--- config.mk ---
export PLATFORM = sky130hd
export DESIGN_NAME = mem_bus_arbiter
export DESIGN_NICKNAME = d
export VERILOG_FILES = /design/src/rtl/mem_bus_arbiter.sv
export SDC_FILE = /design/constraint.sdc
export NUM_CORES = 1
export LEC_CHECK = 0
export CAP_MARGIN = 20
export CELL_PAD_IN_SITES_DETAIL_PLACEMENT = 0
export CELL_PAD_IN_SITES_GLOBAL_PLACEMENT = 1
export CORE_MARGIN = 1
export CORE_UTILIZATION = 25
export DETAILED_ROUTE_END_ITERATION = 7
export PLACE_DENSITY = 0.92
export SYNTH_ARGS = -nofsm -noshare
export SYNTH_HDL_FRONTEND = slang
export SYNTH_SLANG_ARGS = --single-unit
export TNS_END_PERCENT = 5
--- constraint.sdc ---
create_clock -name clk -period 2.5 [get_ports clk]
set_input_delay 0.5 -clock clk [delete_from_list [all_inputs] [get_ports clk]]
set_output_delay 0.5 -clock clk [all_outputs]
set_load 0.1 [all_outputs]
--- src/rtl/mem_bus_arbiter.sv ---
// -----------------------------------------------------------------------------
// mem_bus_arbiter
//
// Shares one memory bus between an instruction-fetch port (i_*) and a
// load/store data port (d_*). One transaction is in flight at a time. When
// both ports request in the same IDLE cycle, the port that did not win last
// time is granted (round-robin). The bus request is registered. Completion is
// reported to the winning port combinationally in the cycle memory answers. A
// transaction that memory has not answered within TIMEOUT_CYCLES BUSY cycles
// completes with a fault and a zero read value.
//
// Ports:
//   clk, reset                    clock, synchronous active-high reset
//   i_valid_in, i_address_in      fetch request and address
//   i_ready_out                   fetch completion strobe (one cycle)
//   i_read_value_out, i_fault_out fetch result, valid with i_ready_out
//   d_valid_in, d_address_in      data request and address
//   d_write_mask_in               byte write enables, 0 = read
//   d_write_value_in              store data
//   d_ready_out                   data completion strobe (one cycle)
//   d_read_value_out, d_fault_out data result, valid with d_ready_out
//   mem_valid_out .. mem_write_value_out  registered bus request/payload
//   mem_ready_in, mem_read_value_in       memory completion and read data
// -----------------------------------------------------------------------------
module mem_bus_arbiter #(
   parameter int unsigned TIMEOUT_CYCLES = 256,
   parameter int unsigned TIMER_WIDTH    = 16
) (
   input  logic        clk,
   input  logic        reset,
   input  logic        i_valid_in,
   input  logic [31:0] i_address_in,
   output logic        i_ready_out,
   output logic [31:0] i_read_value_out,
   output logic        i_fault_out,
   input  logic        d_valid_in,
   input  logic [31:0] d_address_in,
   input  logic [3:0]  d_write_mask_in,
   input  logic [31:0] d_write_value_in,
   output logic        d_ready_out,
   output logic [31:0] d_read_value_out,
   output logic        d_fault_out,
   output logic        mem_valid_out,
   output logic [31:0] mem_address_out,
   output logic [3:0]  mem_write_mask_out,
   output logic [31:0] mem_write_value_out,
   input  logic        mem_ready_in,
   input  logic [31:0] mem_read_value_in
);

   typedef enum logic [1:0] {IDLE, BUSY_I, BUSY_D} state_t;

   // Timer value seen in the last BUSY cycle before a timeout fires.
   localparam logic [TIMER_WIDTH-1:0] TIMER_LAST =
      (TIMEOUT_CYCLES == 0) ? '0 : TIMER_WIDTH'(TIMEOUT_CYCLES - 1);
   localparam logic [TIMER_WIDTH-1:0] TIMER_MAX = '1;

   state_t                 state, state_next;
   logic                   last_grant_d, last_grant_d_next;  // 1 = D won last
   logic [TIMER_WIDTH-1:0] timer;

   logic grant_i, grant_d;
   logic busy, timeout_hit, done, fault;

   // Arbitration and completion decode.
   always_comb begin
      busy        = (state != IDLE);
      timeout_hit = (TIMEOUT_CYCLES != 0) && (timer == TIMER_LAST);
      // A memory answer in the timeout cycle wins over the fault.
      done        = busy && (mem_ready_in || timeout_hit);
      fault       = busy && !mem_ready_in && timeout_hit;
      grant_d     = (state == IDLE) && d_valid_in && (!i_valid_in || !last_grant_d);
      grant_i     = (state == IDLE) && i_valid_in && (!d_valid_in ||  last_grant_d);
   end

   // Per-port results. The losing port sees raw memory data so it is never X.
   always_comb begin
      i_ready_out      = (state == BUSY_I) && done;
      i_fault_out      = (state == BUSY_I) && fault;
      i_read_value_out = i_fault_out ? 32'h0 : mem_read_value_in;
      d_ready_out      = (state == BUSY_D) && done;
      d_fault_out      = (state == BUSY_D) && fault;
      d_read_value_out = d_fault_out ? 32'h0 : mem_read_value_in;
   end

   // NOTE: every signal written here gets a default first, so no path through
   // the case can leave one unassigned and infer a latch.
   always_comb begin
      state_next        = state;
      last_grant_d_next = last_grant_d;
      case (state)
         IDLE: begin
            if (grant_d) begin
               state_next        = BUSY_D;
               last_grant_d_next = 1'b1;
            end else if (grant_i) begin
               state_next        = BUSY_I;
               last_grant_d_next = 1'b0;
            end
         end
         BUSY_I, BUSY_D: begin
            if (done) state_next = IDLE;
         end
         default: state_next = IDLE;
      endcase
   end

   // NOTE: state registers use non-blocking assignments so every flop samples
   // values from before the edge, independent of statement order.
   always_ff @(posedge clk) begin
      if (reset) begin
         state        <= IDLE;
         last_grant_d <= 1'b0;  // I counts as last winner, so D wins first tie
      end else begin
         state        <= state_next;
         last_grant_d <= last_grant_d_next;
      end
   end

   // Bus request registers and timeout counter.
   always_ff @(posedge clk) begin
      if (reset) begin
         mem_valid_out       <= 1'b0;
         mem_address_out     <= 32'h0;
         mem_write_mask_out  <= 4'h0;
         mem_write_value_out <= 32'h0;
         timer               <= '0;
      end else if (grant_d) begin
         mem_valid_out       <= 1'b1;
         mem_address_out     <= d_address_in;
         mem_write_mask_out  <= d_write_mask_in;
         mem_write_value_out <= d_write_value_in;
         timer               <= '0;
      end else if (grant_i) begin
         mem_valid_out       <= 1'b1;
         mem_address_out     <= i_address_in;
         mem_write_mask_out  <= 4'h0;   // fetches never write
         mem_write_value_out <= 32'h0;
         timer               <= '0;
      end else if (busy) begin
         if (done) begin
            mem_valid_out <= 1'b0;
         end else if (timer != TIMER_MAX) begin
            timer <= timer + 1'b1;      // saturate rather than wrap
         end
      end
   end

endmodule

-- Word level (Yosys, flattened, before mapping)
Index checks and enable logic that the tools add are counted.
- register bits: 88
- input port bits: 137
- output and inout bits: 137
- logic and storage cells: 62
- bitwise operators: 1
- mux-type cells: 18
- equality and inequality tests: 6
- add/subtract/negate cells: 1
- reduce and logical (&&, ||, !) cells: 29
- operator list (kind ; count):
    $mux W32 ; 6
    $add A16 B1 Y16 const B ; 1
    $eq A16 B8 Y1 const B ; 1
    $ne A16 B16 Y1 const B ; 1
    $logic_and A1 B1 Y1 ; 11
    $mux W4 ; 2
    $mux W1 ; 6
    $mux W2 ; 3
    $reduce_and A2 Y1 ; 3
    $reduce_bool A3 Y1 ; 2
    $logic_not A1 Y1 ; 4
    $pmux W2 S2 ; 1
    $reduce_bool A2 Y1 ; 2
    $logic_or A1 B1 Y1 ; 3
    $ne A3 B3 Y1 const B ; 1
    $reduce_and A3 Y1 ; 1
    $reduce_or A3 Y1 ; 1
    $eq A2 B1 Y1 const B ; 1
    $eq A2 B2 Y1 const B ; 1
    $logic_not A2 Y1 ; 1
    $ne A2 B2 Y1 const B ; 1
    $reduce_or A2 Y1 ; 1
    $not A1 Y1 ; 1

-- Logic depth before layout (Yosys ltp)
- depth in word-level cells: 7
- mapped depth: 8
- mapped depth without buffers: 6

-- Least setup slack after synthesis
Ideal clock, no wire load.
- path kind: reg2out
- start: register timer[15]
- end: output d_ready_out
- stages on the path, launching flop included: 5
- path buffers: 0
- required time: 2.000 ns
- path slack: -0.354 ns
- data arrival time: 2.354 ns
- path through: dfxtp_1 or4_4 or4_1 a21oi_1 and2_1
- longest elaborated chain between the ends: 4
- RTL lines (element ; line ; text):
    start: declaration ; 60 ; logic [TIMER_WIDTH-1:0] timer;
    start signal: assignment ; 144 ; timer <= timer + 1'b1;
    $eq A16 B8 Y1 ; 68 ; timeout_hit = (TIMEOUT_CYCLES != 0) && (timer == TIMER_LAST);
    $logic_or A1 B1 Y1 ; 70 ; done = busy && (mem_ready_in || timeout_hit);
    $logic_and A1 B1 Y1 ; 70 ;
    $logic_and A1 B1 Y1 ; 81 ; d_ready_out = (state == BUSY_D) && done;
    end: declaration ; 40 ; output logic d_ready_out,
Every way passes these cells.

-- Worst setup path after layout
- start: register timer[15]
- end: output d_read_value_out[25]
- longest elaborated chain between the ends: 4
- RTL lines (element ; line ; text):
    $eq A16 B8 Y1 ; 68 ;
    $logic_and A1 B1 Y1 ; 71 ; fault = busy && !mem_ready_in && timeout_hit;
    $logic_and A1 B1 Y1 ; 82 ; d_fault_out = (state == BUSY_D) && fault;
    $mux W32 ; 83 ; d_read_value_out = d_fault_out ? 32'h0 : mem_read_value_in;
    end: declaration ; 41 ; output logic [31:0] d_read_value_out,
Every way passes these cells.

==> flow_metrics.py <==
metrics = {
    "route": {
        "viasPerCell": 4.65,
        "num_vias": 4385,
        "drt_pass1_iterations": 4,
        "drtIter0Drc": 103,
        "route.detailed.drc": 0,
        "ant_nets": 0,
        "wl_um": 13900,
        "routedWlPerCell_um": 14.7,
    },
    "timing": {
        "final.min_clock_period_ps": 2770,
        "relSlewSlack_pct": 69.4,
        "setup_violations": 68,
        "final_hold_viol_count": 0,
        "fmax_mhz": 360,
        "worst_slack_ps": -274,
        "setup_tns_ps": -16540,
        "final_max_slew_viol_count": 0,
        "rsz0062_at_grt": "yes",
        "worstMarginPinSlew_ps": 458,
        "whs_ps": 479,
        "finalClockSkew_ps": 9.66,
        "fin_crit_sh_pct": 111,
    },
    "synthesis": {
        "synth_cells": 435,
        "async_reset_ff_share_pct": 0,
        "synthFlopType": "dfxtp_1",
        "syn_nets": 576,
        "yosysSeqAreaShare_pct": 42.9,
        "synth-edff-count": 0,
        "avgSynthCellArea_sq_um": 9.44,
        "netlist_area_sq_um": 4110,
        "ys_warn_count": 0,
        "netlist-cell-type-count": 43,
        "synth_seq_cells": 88,
    },
    "cts": {
        "htreeDepth": 3,
        "cts_buffers": 9,
        "cts_tree": "done",
        "clkSlewWorstSetupHoldPaths_ps": 70,
        "root_buffer": "clkbuf_16",
        "clockBufferDepth": 2,
        "cts.sinks": 88,
        "hold_buffers": 0,
        "worstSkewPairLatency_ps": 340,
    },
    "critical_path": {
        "cp_data_arrival_time_ps": 2270,
        "critical_path_buf_inv_count": 3,
        "cp_top_family": "simple AND/OR/NAND/NOR gates",
        "startpoint_type": "flop",
        "critPathKind": "flop to output pin",
        "cp_cell_sequence": "or4_4 -> nor4_2 -> buf_4 -> nand3_4 -> clkbuf_16 -> and2_1 -> buf_12",
        "slowest_stage": "or4_4",
        "crit_required_ps": 2000,
        "cp_max_fo": 16,
        "critPathMaxStageDelay_ps": 540,
        "endpoint_kind": "output pin",
        "r2r_setup_slack_ps": 260,
    },
    "placement": {
        "gp_congestion": 0.823,
        "portBuffers": 273,
        "hpwl_um": 10600,
    },
    "grt": {
        "grt_max_degree": 67,
        "grt_pass1_vias": 4051,
        "grt_pass1_wl_um": 20600,
        "grt-ovfl-total": 0,
        "antenna_found_initial": 0,
        "track_usage_pct": 15.5,
    },
    "cells_and_area": {
        "area_growth_pct": 101,
        "final_cell_mix": "136 x clkdlybuf4s50_1, 96 x buf_4, 86 x dfxtp_1, 74 x buf_12, 46 x and2_1",
        "drive_above_1_share_pct": 33.2,
        "finalNetCount": 862,
        "layout_commonest_cell": "clkdlybuf4s50_1",
        "antenna-diode-count": 0,
    },
    "power_and_ir_drop": {
        "peakVddDrop_v": 0.000769,
        "powerDensity_nw_per_um2": 1030,
        "power_leakage_uw": 0.00338,
        "seq_power_share_pct": 22.7,
        "p_switching_uw": 4470,
        "combPwrFrac_pct": 60.8,
        "internal_power_uw": 4010,
        "clkPwrFrac_pct": 16.5,
        "swShare_pct": 52.7,
    },
    "floorplan": {
        "die_h_um": 130,
        "die_area_sq_um": 16900,
        "dieWidth_um": 130,
        "num_rows": 46,
        "io_pins": 274,
        "core_sq_um": 15900,
        "start_util_pct": 25.8,
    },
    "flow_run": {
        "drv_cap": 0,
    },
    "min_path": {
        "hp-class": "flop to flop",
    },
    "run_status": {
        "status": "finished with violations",
        "violations": "negative setup slack",
    },
}
==> registers in the layout (all words and copies together) (netlist names) <==
signal	flops
last_grant_d	1
mem_address_out	32
mem_valid_out	1
mem_write_mask_out	4
mem_write_value_out	32
state	2
timer	16
==> Yosys cell counts (5+ instances only) <==
library cell / number / area share (%)
a22o_1: 36 / 7.7
inv_1: 7 / 0.64
a211oi_1: 32 / 5.8
mux2i_1: 34 / 8.3
nand2_1: 11 / 1.0
dfxtp_1: 88 / 43
buf_2: 6 / 0.73
clkbuf_1: 19 / 1.7
nand3_1: 6 / 0.73
nand4_1: 8 / 1.2
and2_1: 66 / 10
a21oi_1: 17 / 2.1
nor2_1: 37 / 3.4
buf_1: 5 / 0.46
o31ai_1: 9 / 1.6
or4_2: 11 / 2.3
==> worst register-to-register path: cells and delay by family (launching register included) <==
family / cells / cell delay [ps]
AND/OR/NAND/NOR: 2 / 910
buffers and inverters: 3 / 440
flip-flops: 1 / 360
AO/OA/AOI/OAI: 2 / 230
adder cells (fa/ha/maj): 1 / 210
==> path summary, 6_finish.rpt <==
kind | from | end | depth (start not counted)
max | timer[15]$_SDFFE_PP0P_ | d_read_value_out[25] | 7
min | mem_write_value_out[30]$_SDFFE_PP0P_ | mem_write_value_out[30]$_SDFFE_PP0P_ | 1
max reg2reg | state[0]$_SDFFE_PP0P_ | timer[12]$_SDFFE_PP0P_ | 8
min reg2reg | mem_write_value_out[30]$_SDFFE_PP0P_ | mem_write_value_out[30]$_SDFFE_PP0P_ | 1
==> metal layers <==
layer | wire length (um) | global-route usage [%] | vias to the layer above
met5 | 0 | 0 | -
li1 | - | - | 2172
met2 | 7060 | 27.8 | 196
met3 | 1230 | 5.04 | 8
met1 | 5450 | 17.5 | 2009
met4 | 129 | 3.69 | 0
==> power groups by stage <==
stage	combinational, uW	sequential [uW]	clock [uW]
finish	5160	1930	1400
global route	5380	1970	1490
CTS	5170	1930	1430
detailed placement	5150	1950	0
global placement	5130	1930	0
floorplan	1570	4120	0
==> cell type report <==
| type | count | area (sq um) |
|---|---|---|
| Fill cell | 1404 | 7680 |
| Timing Repair Buffer | 308 | 3610 |
| Multi-Input combinational cell | 307 | 2270 |
| Sequential cell | 88 | 1760 |
| Tap cell | 216 | 270 |
| Clock buffer | 10 | 239 |
| Clock inverter | 6 | 72.6 |
| Inverter | 7 | 30.0 |
==> what timing repair did <==
item	4_1_cts	5_1_grt
pin swaps	4	1
gates resized for setup	16	13
setup endpoints to repair	68	68
gates cloned	0	2
endpoints found under the hold margin	0	0
buffers inserted	1	1
==> per-stage QoR <==
stage | util [%] | setup WS (ps) | total power (uW) | cell area (sq um) | std cells
final | 51.8 | -274 | 8480 | 8260 | 942
after global routing | 51.8 | -370 | 8840 | 8260 | 942
after CTS | 51.2 | -248 | 8520 | 8160 | 939
after detailed placement | 48.9 | 18.5 | 7100 | 7790 | 922
after global placement | 48.9 | 16.4 | 7060 | 7790 | 922
after floorplan | - | -218 | 5700 | 4120 | 435
==> cells by family after synthesis <==
| logic type | after synthesis | share of synthesized area, % |
|---|---|---|
| AND/OR/NAND/NOR | 161 | 22.6 |
| AO/OA/AOI/OAI | 107 | 20.0 |
| flip-flops | 88 | 42.9 |
| buffers and inverters | 40 | 4.66 |
| multiplexers | 35 | 8.56 |
| adder cells (fa/ha/maj) | 4 | 1.22 |
Note: power is estimated with default switching activity, not from simulation.
==> variant, RTL diff (same settings) <==
Make the reset (`reset`) asynchronous in 2 clocked blocks. Comments in the files are not updated.
--- a/src/rtl/mem_bus_arbiter.sv
+++ b/src/rtl/mem_bus_arbiter.sv
@@ -107,7 +107,7 @@
 
    // NOTE: state registers use non-blocking assignments so every flop samples
    // values from before the edge, independent of statement order.
-   always_ff @(posedge clk) begin
+   always_ff @(posedge clk or posedge reset) begin
       if (reset) begin
          state        <= IDLE;
          last_grant_d <= 1'b0;  // I counts as last winner, so D wins first tie
@@ -118,7 +118,7 @@
    end
 
    // Bus request registers and timeout counter.
-   always_ff @(posedge clk) begin
+   always_ff @(posedge clk or posedge reset) begin
       if (reset) begin
          mem_valid_out       <= 1'b0;
          mem_address_out     <= 32'h0;
Formal check against the unedited RTL: differs if reset is asserted again (counterexample within 4 cycles, from zero or initial values and one cycle with reset high); with reset held inactive, the same outputs for 4 cycles.
==> variant against the original RTL <==
- the run still ends with negative setup slack left
- synthesized area increased by 8.9%
- maximum frequency increased by 9.4%
- sequential cell count unchanged
- non-clock buffer count increased by 3
- die area increased by 8.7%
- power increased by 37%
- routed wire length increased by 8.9%
- design area increased by 7.3%
- global-route usage increased by 0.74 points
- setup slack improved by 240 ps
- largest cell class unchanged
- largest power group unchanged
==> variant: results (changes against the original RTL) <==
Yosys
The number of library cell types mapped by synthesis is 44 (+2.3%). By area the synthesized netlist is led by sky130_fd_sc_hd__dfrtp_1, sky130_fd_sc_hd__nor2b_1, sky130_fd_sc_hd__mux2i_1, sky130_fd_sc_hd__a22o_1, sky130_fd_sc_hd__o21ai_0. The portion of netlist area occupied by mux cells was 7.50% (-1.1 points).

The net count of the mapped netlist is 575 (-0.17%). The proportion of synthesized chip area in sequential cells came to 49.2% (+6.4 points). The commonest cells after synthesis are sky130_fd_sc_hd__dfrtp_1, sky130_fd_sc_hd__nor2b_1, sky130_fd_sc_hd__o21ai_0. The average instance area after synthesis is 10.3 um^2 (+9.1%).

The async set-or-reset flop fraction in the synthesized netlist was 100% (+100 points).

Critical path
The signal arrival time at the worst endpoint is 2040 ps (-230 ps). The highest-delay cell along the critical path is sky130_fd_sc_hd__dfrtp_1.

STA
The worst-case headroom to the max-slew limit is 67.1% (-2.2 points). The total setup violations reported at the end of the flow came to 17 (-75%). The final critical-path setup slack came to -35.3 ps (+239 ps). The final setup TNS is -449 ps (+16090 ps).

Routing
The total met2 wirelength after detailed routing was 7700 um (+9.0%). The average wire per cell in the routed design came to 15.8 um (+7.5%). The sum of met3 wire segment lengths after detailed routing is 1340 um (+8.8%). The via count is 4392 (+0.16%).

Placement
The pre-CTS worst setup slack is 62.9 ps (+44.4 ps). The placed instance count is 925 (+0.33%).

GRT
The pin count of the biggest net entering global routing was 89 (+33%). The met2 layer usage reported by global route is 27.9% (+0.072 points).

Final layout
The layout inverter count without the clock tree came to 6 (-1). The final-layout clock-cell area share came to 3.50% (-0.27 points).

Power and ir drop
The largest vdd supply drop is 0.819 mV (+6.6%). The switching power total is 6.79 mW (+52%).

Run status
The checks that failed: negative setup slack. The run finished, with violations left.
[variant: cell count changes after synthesis, moves of 34 or more]
cell / delta
sky130_fd_sc_hd__dfxtp_1: -88
sky130_fd_sc_hd__nor2b_1: +64
sky130_fd_sc_hd__and2_1: -60
sky130_fd_sc_hd__o21ai_0: +44
sky130_fd_sc_hd__dfrtp_1: +88
sky130_fd_sc_hd__nand2_1: +34
[variant: path summary, 6_finish.rpt]
kind	slack [ps]	cells after the start	end
worst max register to register	440	9	timer[8]
worst min register to register	480	2	mem_address_out[23]
min in group asynchronous	570	3	mem_write_value_out[27]
worst max-delay path	-40	8	i_read_value_out[6]
worst min-delay path	480	2	mem_address_out[23]
max in group asynchronous	1530	3	timer[10]
[variant: power by group through the flow]
stage / Clock [mW] / Sequential [mW] / Combinational (mW)
after floorplan: 0 / 6.40 / 1.75
after global placement: 0 / 2.37 / 7.68
after detailed placement: 0 / 2.39 / 7.74
after CTS: 1.46 / 2.37 / 7.86
after global routing: 1.51 / 2.45 / 8.12
final: 1.42 / 2.37 / 7.83
[variant: cell families (layout without fill, tap and decap cells)]
| group | count (synthesis) | after routing |
|---|---|---|
| DFF | 88 | 88 |
| muxes | 33 | 33 |
| adders and majority gates | 4 | 4 |
| AOI/OAI and AO/OA | 110 | 110 |
| buffers and inverters | 37 | 332 |
| and+or+nand+nor | 162 | 162 |
[variant: through the flow]
step / instance area [um^2] / hold slack (ps) / power (mW)
final: 8860 / 479 / 11.6
after floorplan: 4630 / 450 / 8.15
after CTS: 8870 / 485 / 11.7
after global placement: 8270 / 461 / 10.0
after detailed placement: 8270 / 471 / 10.1
after global routing: 8860 / 512 / 12.1
[variant: worst register-to-register path, delay by kind of cell (launching register included)]
kind	cells	cell delay [ps]
simple gates	2	550
compound gates	3	480
flops	1	390
buf+inv	3	370
fa+ha+maj	1	160
